<file path="config.mk">
export PLATFORM = sky130hd
export DESIGN_NAME = penc8_arbiter
export DESIGN_NICKNAME = d
export VERILOG_FILES = /design/src/rtl/penc8_arbiter_pkg.sv /design/src/rtl/penc8_arbiter_penc8.sv /design/src/rtl/penc8_arbiter.sv
export SDC_FILE = /design/constraint.sdc
export NUM_CORES = 1
export LEC_CHECK = 0
export CAP_MARGIN = 30
export CORE_MARGIN = 8
export CORE_UTILIZATION = 35
export CTS_BUF_LIST = sky130_fd_sc_hd__clkbuf_8
export CTS_CLUSTER_DIAMETER = 120
export DETAILED_ROUTE_END_ITERATION = 10
export GPL_TIMING_DRIVEN = 0
export REMOVE_ABC_BUFFERS = 1
export SYNTH_ARGS = -nofsm -noshare
export SYNTH_HDL_FRONTEND = slang
export SYNTH_SLANG_ARGS = --single-unit
</file>
<file path="constraint.sdc">
create_clock -name clk -period 2 [get_ports clk]
set_input_delay 0.6 -clock clk [delete_from_list [all_inputs] [get_ports clk]]
set_output_delay 0.6 -clock clk [all_outputs]
set_load 0.01 [all_outputs]
</file>
<file path="src/rtl/penc8_arbiter_pkg.sv">
// Shared definitions for the penc8 arbiter slice.
// Contents: arbiter FSM state encoding, requester count, owner-index width.
package penc8_arbiter_pkg;

    localparam int N_REQ = 8;
    localparam int ID_W  = 3;

    typedef enum logic [1:0] {
        IDLE  = 2'd0,
        GRANT = 2'd1,
        GAP   = 2'd2
    } arb_state_t;

endpackage

</file>
<file path="src/rtl/penc8_arbiter_penc8.sv">
// 8-to-3 priority encoder, highest set index wins.
// Ports:
//   vec   in  [7:0]  input vector
//   idx   out [2:0]  index of the highest set bit (0 when vec is zero)
//   valid out        vec is non-zero
module penc8_arbiter_penc8
    import penc8_arbiter_pkg::*;
(
    input  logic [N_REQ-1:0] vec,
    output logic [ID_W-1:0]  idx,
    output logic             valid
);

    // Ascending scan: a later (higher) set bit overwrites earlier ones.
    always_comb begin
        idx   = '0;
        valid = 1'b0;
        for (int i = 0; i < N_REQ; i++) begin
            if (vec[i]) begin
                idx   = ID_W'(i);
                valid = 1'b1;
            end
        end
    end

endmodule

</file>
<file path="src/rtl/penc8_arbiter.sv">
// Single-resource arbiter for eight requesters with fixed (or optionally
// rotating) priority, hold-time limit and a one-cycle dead slot between grants.
// Optional feature macro: ARB_ROUND_ROBIN_EN (rotating priority in IDLE).
// Ports:
//   clk       in        system clock, rising edge
//   rst       in        synchronous active-high reset
//   req       in  [7:0] request vector
//   gnt       out [7:0] one-hot grant, zero with no owner
//   gnt_id    out [2:0] current owner index, zero with no owner
//   gnt_valid out       an owner holds the resource
//   timeout   out       one-cycle pulse when the hold limit forces a release
//
// state | meaning
// IDLE  | no owner, arbitrate the live req vector
// GRANT | owner holds the resource, hold counter running
// GAP   | one-cycle dead slot after a release
module penc8_arbiter
    import penc8_arbiter_pkg::*;
#(
    parameter int MAX_HOLD = 16,
    parameter int CNT_W    = 8
) (
    input  logic             clk,
    input  logic             rst,
    input  logic [N_REQ-1:0] req,
    output logic [N_REQ-1:0] gnt,
    output logic [ID_W-1:0]  gnt_id,
    output logic             gnt_valid,
    output logic             timeout
);

    localparam logic [CNT_W-1:0] HOLD_LAST = CNT_W'(MAX_HOLD - 1);

    arb_state_t       state, state_nxt;
    logic [CNT_W-1:0] cnt, cnt_nxt;
    logic [N_REQ-1:0] gnt_nxt;
    logic [ID_W-1:0]  gnt_id_nxt;
    logic             gnt_valid_nxt;
    logic             timeout_nxt;

    logic [N_REQ-1:0] penc_in;
    logic [ID_W-1:0]  win_id;
    logic             win_valid;

`ifdef ARB_ROUND_ROBIN_EN
    logic [ID_W-1:0]  last_owner;
    logic [N_REQ-1:0] masked;

    // Indices strictly below the last owner get first pick; if none are
    // requesting, fall back to the full vector so the search wraps to the top.
    assign masked  = req & ((N_REQ'(1) << last_owner) - N_REQ'(1));
    assign penc_in = (masked != '0) ? masked : req;

    always_ff @(posedge clk) begin
        if (rst) begin
            last_owner <= '0;
        end else if (state == IDLE && win_valid) begin
            last_owner <= win_id;
        end
    end
`else
    assign penc_in = req;
`endif

    penc8_arbiter_penc8 u_penc (
        .vec   (penc_in),
        .idx   (win_id),
        .valid (win_valid)
    );

    always_comb begin
        state_nxt     = state;
        cnt_nxt       = cnt;
        gnt_nxt       = gnt;
        gnt_id_nxt    = gnt_id;
        gnt_valid_nxt = gnt_valid;
        timeout_nxt   = 1'b0;
        case (state)
            IDLE: begin
                if (win_valid) begin
                    state_nxt     = GRANT;
                    gnt_nxt       = N_REQ'(1) << win_id;
                    gnt_id_nxt    = win_id;
                    gnt_valid_nxt = 1'b1;
                    cnt_nxt       = '0;
                end
            end
            GRANT: begin
                // A voluntary drop takes precedence over the hold limit.
                if (!req[gnt_id] || cnt == HOLD_LAST) begin
                    state_nxt     = GAP;
                    gnt_nxt       = '0;
                    gnt_id_nxt    = '0;
                    gnt_valid_nxt = 1'b0;
                    timeout_nxt   = req[gnt_id];
                end else begin
                    cnt_nxt = cnt + CNT_W'(1);
                end
            end
            GAP: begin
                state_nxt = IDLE;
            end
            default: begin
                state_nxt     = IDLE;
                gnt_nxt       = '0;
                gnt_id_nxt    = '0;
                gnt_valid_nxt = 1'b0;
            end
        endcase
    end

    always_ff @(posedge clk) begin
        if (rst) begin
            state     <= IDLE;
            cnt       <= '0;
            gnt       <= '0;
            gnt_id    <= '0;
            gnt_valid <= 1'b0;
            timeout   <= 1'b0;
        end else begin
            state     <= state_nxt;
            cnt       <= cnt_nxt;
            gnt       <= gnt_nxt;
            gnt_id    <= gnt_id_nxt;
            gnt_valid <= gnt_valid_nxt;
            timeout   <= timeout_nxt;
        end
    end

endmodule

</file>
== Word level (Yosys, flattened, before mapping) ==
Cells that the tools add are included.

* Bits of input ports: 10
* Word-level logic and storage cells: 58
* Flip-flop bits (word level): 23

* Equal/unequal tests: 6
* Reductions and logical operators: 8
* Bitwise gates (word level): 3
* Magnitude comparators: 1
* Shift operators: 1
* Add/subtract/negate cells: 1
* Muxes and demuxes: 32

{| class="wikitable"
|+ Operators with widths
! operator !! number
|-
| $mux 8 || 4
|-
| $pmux 8 s3 || 1
|-
| $mux 3 || 6
|-
| $pmux 8 s2 || 1
|-
| $mux 1 || 12
|-
| $pmux 3 s3 || 1
|-
| $add 8x1->8 const B || 1
|-
| $eq 8x4->1 const B || 1
|-
| $mux 2 || 4
|-
| $shl 1x3->8 const A || 1
|-
| $reduce_and 3->1 || 2
|-
| $lt 3x4->1 const B || 1
|-
| $ne 2x2->1 const B || 2
|-
| $pmux 2 s2 || 1
|-
| $bmux 1 s3 || 1
|-
| $not 1->1 || 3
|-
| $pmux 1 s3 || 1
|-
| $reduce_or 3->1 || 1
|-
| $eq 2x1->1 const B || 1
|-
| $eq 2x2->1 const B || 1
|-
| $logic_not 2->1 || 1
|-
| $ne 2x1->1 const B || 1
|-
| $reduce_and 2->1 || 1
|-
| $reduce_bool 2->1 || 1
|-
| 2 further kinds || 2
|}

== Depth between registers and ports, before layout ==
* Depth after elaboration: 10
* Mapped depth: 7
* Gate-level depth less buffers: 6

== Modules after synthesis ==
Synthesis repeated with hierarchy kept, for this count alone.

* Cell total of the unflattened synthesis: 143
* Area total of the unflattened synthesis: 1192.4 µm²

{| class="wikitable"
|+ By module, submodules not included
! module !! cells an instance !! area each (µm²) !! times used !! sequential area each (µm²)
|-
| penc8_arbiter || 131 || 1134.8 || 1 || 460.4
|-
| penc8_arbiter_penc8 || 12 || 57.6 || 1 || 0.0
|}

== Worst setup path before layout ==
No wires, ideal clock.

* Path kind: input to register
* From: input req[4]
* To: register gnt[0]
* Stages on the path: 5
* Setup slack: 0.241 ns
* Arrival time: 1.671 ns
* Cells stage by stage: nor4_2 > nand2_2 > nor4b_2 > nor3b_1 > o32ai_2

* Cells in the longest elaborated chain, start to end: 7

{| class="wikitable"
|+ RTL lines
! item !! line !! text
|-
| from (decl) || penc8_arbiter.sv:25 || <nowiki>input logic [N_REQ-1:0] req,</nowiki>
|-
| $mux 3 (4 in series) || penc8_arbiter_penc8.sv:19 || <nowiki>if (vec[i]) begin</nowiki>
|-
| $shl 1x3->8 || penc8_arbiter.sv:82 || <nowiki>gnt_nxt = N_REQ'(1) << win_id;</nowiki>
|-
| $mux 8 || penc8_arbiter.sv:80 || <nowiki>if (win_valid) begin</nowiki>
|-
| $pmux 8 s3 || penc8_arbiter.sv:78 || <nowiki>case (state)</nowiki>
|-
| to (signal assigned) || penc8_arbiter.sv:123 || <nowiki>gnt <= gnt_nxt;</nowiki>
|-
| to (decl) || penc8_arbiter.sv:26 || <nowiki>output logic [N_REQ-1:0] gnt,</nowiki>
|}

Parallel ways exist; a longest one is shown, timed or not. The select of a mux whose other input is x is not followed.
A chain may end at the register's enable or synchronous reset.

== Worst setup path after layout ==
* From: input req[7]
* To: register cnt[3]

* Cells in the longest elaborated chain, start to end: 6

{| class="wikitable"
|+ RTL lines
! item !! line !! text
|-
| $bmux 1 s3 || penc8_arbiter.sv:90 || <nowiki>if (!req[gnt_id] || cnt == HOLD_LAST) begin</nowiki>
|-
| $mux 1 (not written as such) || penc8_arbiter.sv:90 ||
|-
| $logic_not 1->1 || penc8_arbiter.sv:90 ||
|-
| $logic_or 1x1->1 || penc8_arbiter.sv:90 ||
|-
| $ne 2x2->1 (no line) || - ||
|-
| $reduce_and 3->1 (no line) (*) || - ||
|-
| to (signal assigned) || penc8_arbiter.sv:122 || <nowiki>cnt <= cnt_nxt;</nowiki>
|-
| to (decl) || penc8_arbiter.sv:35 || <nowiki>logic [CNT_W-1:0] cnt, cnt_nxt;</nowiki>
|}

Mark *: on every way between the ends. The rest lies on a longest branch, timed or not. The select of a mux whose other input is x is not followed.

==> out/results.txt <==
count of maximum capacitance violations - 0
fraction of final layout cells sized beyond drive strength 1 - 18.6%
critical-path cell list - dlygate4sd2_1, mux2_4, a2bb2oi_4, nand3_4, nor3_2, mux2_1
list of most frequent post-synthesis cells - 23 x dfxtp_1, 10 x nand2_1, 9 x nor2_1
required time reported for the critical path endpoint - 2.15 ns
unrepaired setup endpoints after global routing - no
area share of the largest cell type after synthesis - 37.2%
detailed-route wire length - 2880 um
TritonCTS clock tree - done
# H-tree levels - 1
Hold Violations, Final - 0
number of nets in the layout - 168
category of the worst setup path capture point - flip-flop
syn_area_per_cell - 9.45 sq um
area of combinational cells with multiple inputs - 768 sq um
post-synth top area cell - dfxtp_1
final critical-path required period - 1.94 ns
Final Instance Count excl. Fillers - 202
Num Clock Sinks - 23
number of endpoints failing setup at the final stage - 0
top cells by area, synth - dfxtp_1 37%, o22a_1 3.5%, a32o_1 3.2%
area of the core region - 3360 sq um
startpoint type of the worst setup path - input pin
total clock buffers created by CTS - 3
share of synthesized registers carrying an async set or reset - 0%
biggest fanout along the worst timing path - 7
I/O pin count - 23
count of input and output buffers - 22
cell count after synthesis - 131
FF-to-FF setup slack - 0.20 ns
sequential element share of the synthesized area - 37.2%
Initial Util - 36.8%
Overflow after GRT - 0
DRC errors left - 0
height of the die - 75.5 um
total number of vias - 1,068
VDD IR-drop max - 0.401 mV
Reg area - 462 sq um
Worst Setup Path Type - input pin to flip-flop
Slew headroom - 69.4%
path class of the lowest-slack min-delay path - flip-flop to flip-flop
number of unique standard cell types used by synthesis - 41
initial drt markers - 63
worst path arrival time - 2.09 ns
mean number of vias per cell - 5.29
die span in x - 75.5 um
Max stage delay cell, worst path - dlygate4sd2_1
static leakage power - 0.621 nW
site row count - 21
fmax - 515 MHz
maximum number of pins on one net before global-route repair - 14
placed wire-length estimate after detailed placement - 2150 um
detailed-router iteration count before antenna repair - 4
die area - 5690 sq um
run status - finished clean
wire length of the first global-routing pass - 4740 um
fin crit share - 97.0%
all-layer global routing usage - 10.7%
average wire length per cell after detail routing - 14.3 um
Cell Area, Synth - 1240 sq um
number of flops mapped to enable cells by yosys - 0
slew at the pin closest to its max-slew limit - 0.454 ns
Max stage delay on crit path - 0.38 ns
clock latency reported for the late side of the worst-skew pair - 0.26 ns
Ant. Diodes - 0
Final Power - 1.18 mW
power per cell area - 730 nW/um^2
Fill cells - 336
vias in the first global route - 982
weighted congestion at the end of routability-driven global placement - 0.789
count of pins over their slew limit - 0
FF+latch count, synth - 23
ys flop type - dfxtp_1
antenna violations before repair - 0
setup clock skew after layout - 0.00242 ns
Post-CTS Hold Fix Bufs - 0
CTS clk-pin slew, worst paths - 0.08 ns
Final ANT Viol Nets - 0
library cell with the highest instance count after synthesis - dfxtp_1
Root Driver - clkbuf_8
area growth from synthesis to layout - 30.1%
Synthesis Warnings - 0
maximum count of clock buffers along a single path - 2
number of instances in the placed design - 194
==> per-stage QoR <==
stage | setup WS (ns) | util, % | hold slack [ns] | instance area [sq um] | TNS (ns)
global placement | -0.779 | 44.2 | 0.451 | 1490 | -13.14
floorplan | 0.169 | - | 0.468 | 1210 | 0
detailed placement | -0.832 | 44.2 | 0.456 | 1490 | -14.01
CTS | 0.00519 | 47.6 | 0.475 | 1600 | 0
global route | 0.00689 | 47.9 | 0.480 | 1610 | 0
finish | 0.0591 | 47.9 | 0.471 | 1610 | 0
==> kinds of logic (layout without fill, tap and decap cells) <==
kind of cell	count (synthesis)	in the layout	synth area share, %
mux	5	5	4.55
compound gates	37	37	26.9
flops	23	23	37.2
simple gates	52	52	25.5
fa+ha+maj	1	1	1.01
buf+inv	13	38	4.85
==> worst max-delay path: cells and delay by family <==
family | cells | cell delay [ns]
simple gates | 2 | 0.33
mux | 2 | 0.57
buf+inv | 1 | 0.38
compound gates | 1 | 0.20
==> layout make-up <==
type / instances / share of cell area, %
clock buffers: 3 / 2.56
clock inverters: 1 / 0.233
inverters: 8 / 1.86
multi-input cells: 95 / 47.7
flip-flops and latches: 23 / 28.7
well taps: 46 / 3.57
repair buffers: 26 / 15.4
==> repair_timing <==
action | CTS | global route
pin swaps | 4 | 1
gates resized for setup | 16 | 6
setup buffers | 3 | 1
setup endpoints to repair | 20 | 19
gates cloned | 0 | 0
==> per-layer routing <==
layer	vias to the layer above	part of all wire [%]	track usage (%)
met5	-	0	0
met4	0	1.4	4.48
met1	497	47	13.2
met2	23	47	17.4
li1	544	-	-
met3	4	4.9	2.50
==> cell usage in the layout (no fill, tap or decap), drive strengths merged, types with 5 or more instances in the layout <==
cell / netlist / routed
dfxtp: 23 / 23
clkdlybuf4s50: 0 / 13
nand2: 11 / 11
nor2: 9 / 9
inv: 8 / 9
o21ai: 7 / 7
dlygate4sd2: 0 / 6
o22a: 5 / 5
nand3: 5 / 5
nor3: 5 / 5
clkbuf: 3 / 5
==> report_power, final <==
group | total (mW) | internal [mW] | switching (mW)
clock | 0.281 | 0.137 | 0.144
combinational | 0.356 | 0.175 | 0.181
sequential | 0.539 | 0.491 | 0.0479
==> worst paths after layout <==
path	start	endpoint	cells past startpoint
worst min-delay path	gnt[3]$_SDFFE_PP0P_	gnt[3]$_SDFFE_PP0P_	1
worst min register to register	gnt[3]$_SDFFE_PP0P_	gnt[3]$_SDFFE_PP0P_	1
worst max register to register	cnt[0]$_SDFFE_PP0P_	cnt[3]$_SDFFE_PP0P_	6
worst max-delay path	req[7]	cnt[3]$_SDFFE_PP0P_	6
==> state kept, by name, indices dropped and copies added, names as in the netlist <==
| signal | flops |
|---|---|
| cnt | 8 |
| gnt | 8 |
| gnt_id | 3 |
| state | 2 |
| gnt_valid | 1 |
| timeout | 1 |
Note: power is estimated with default switching activity, not from simulation.
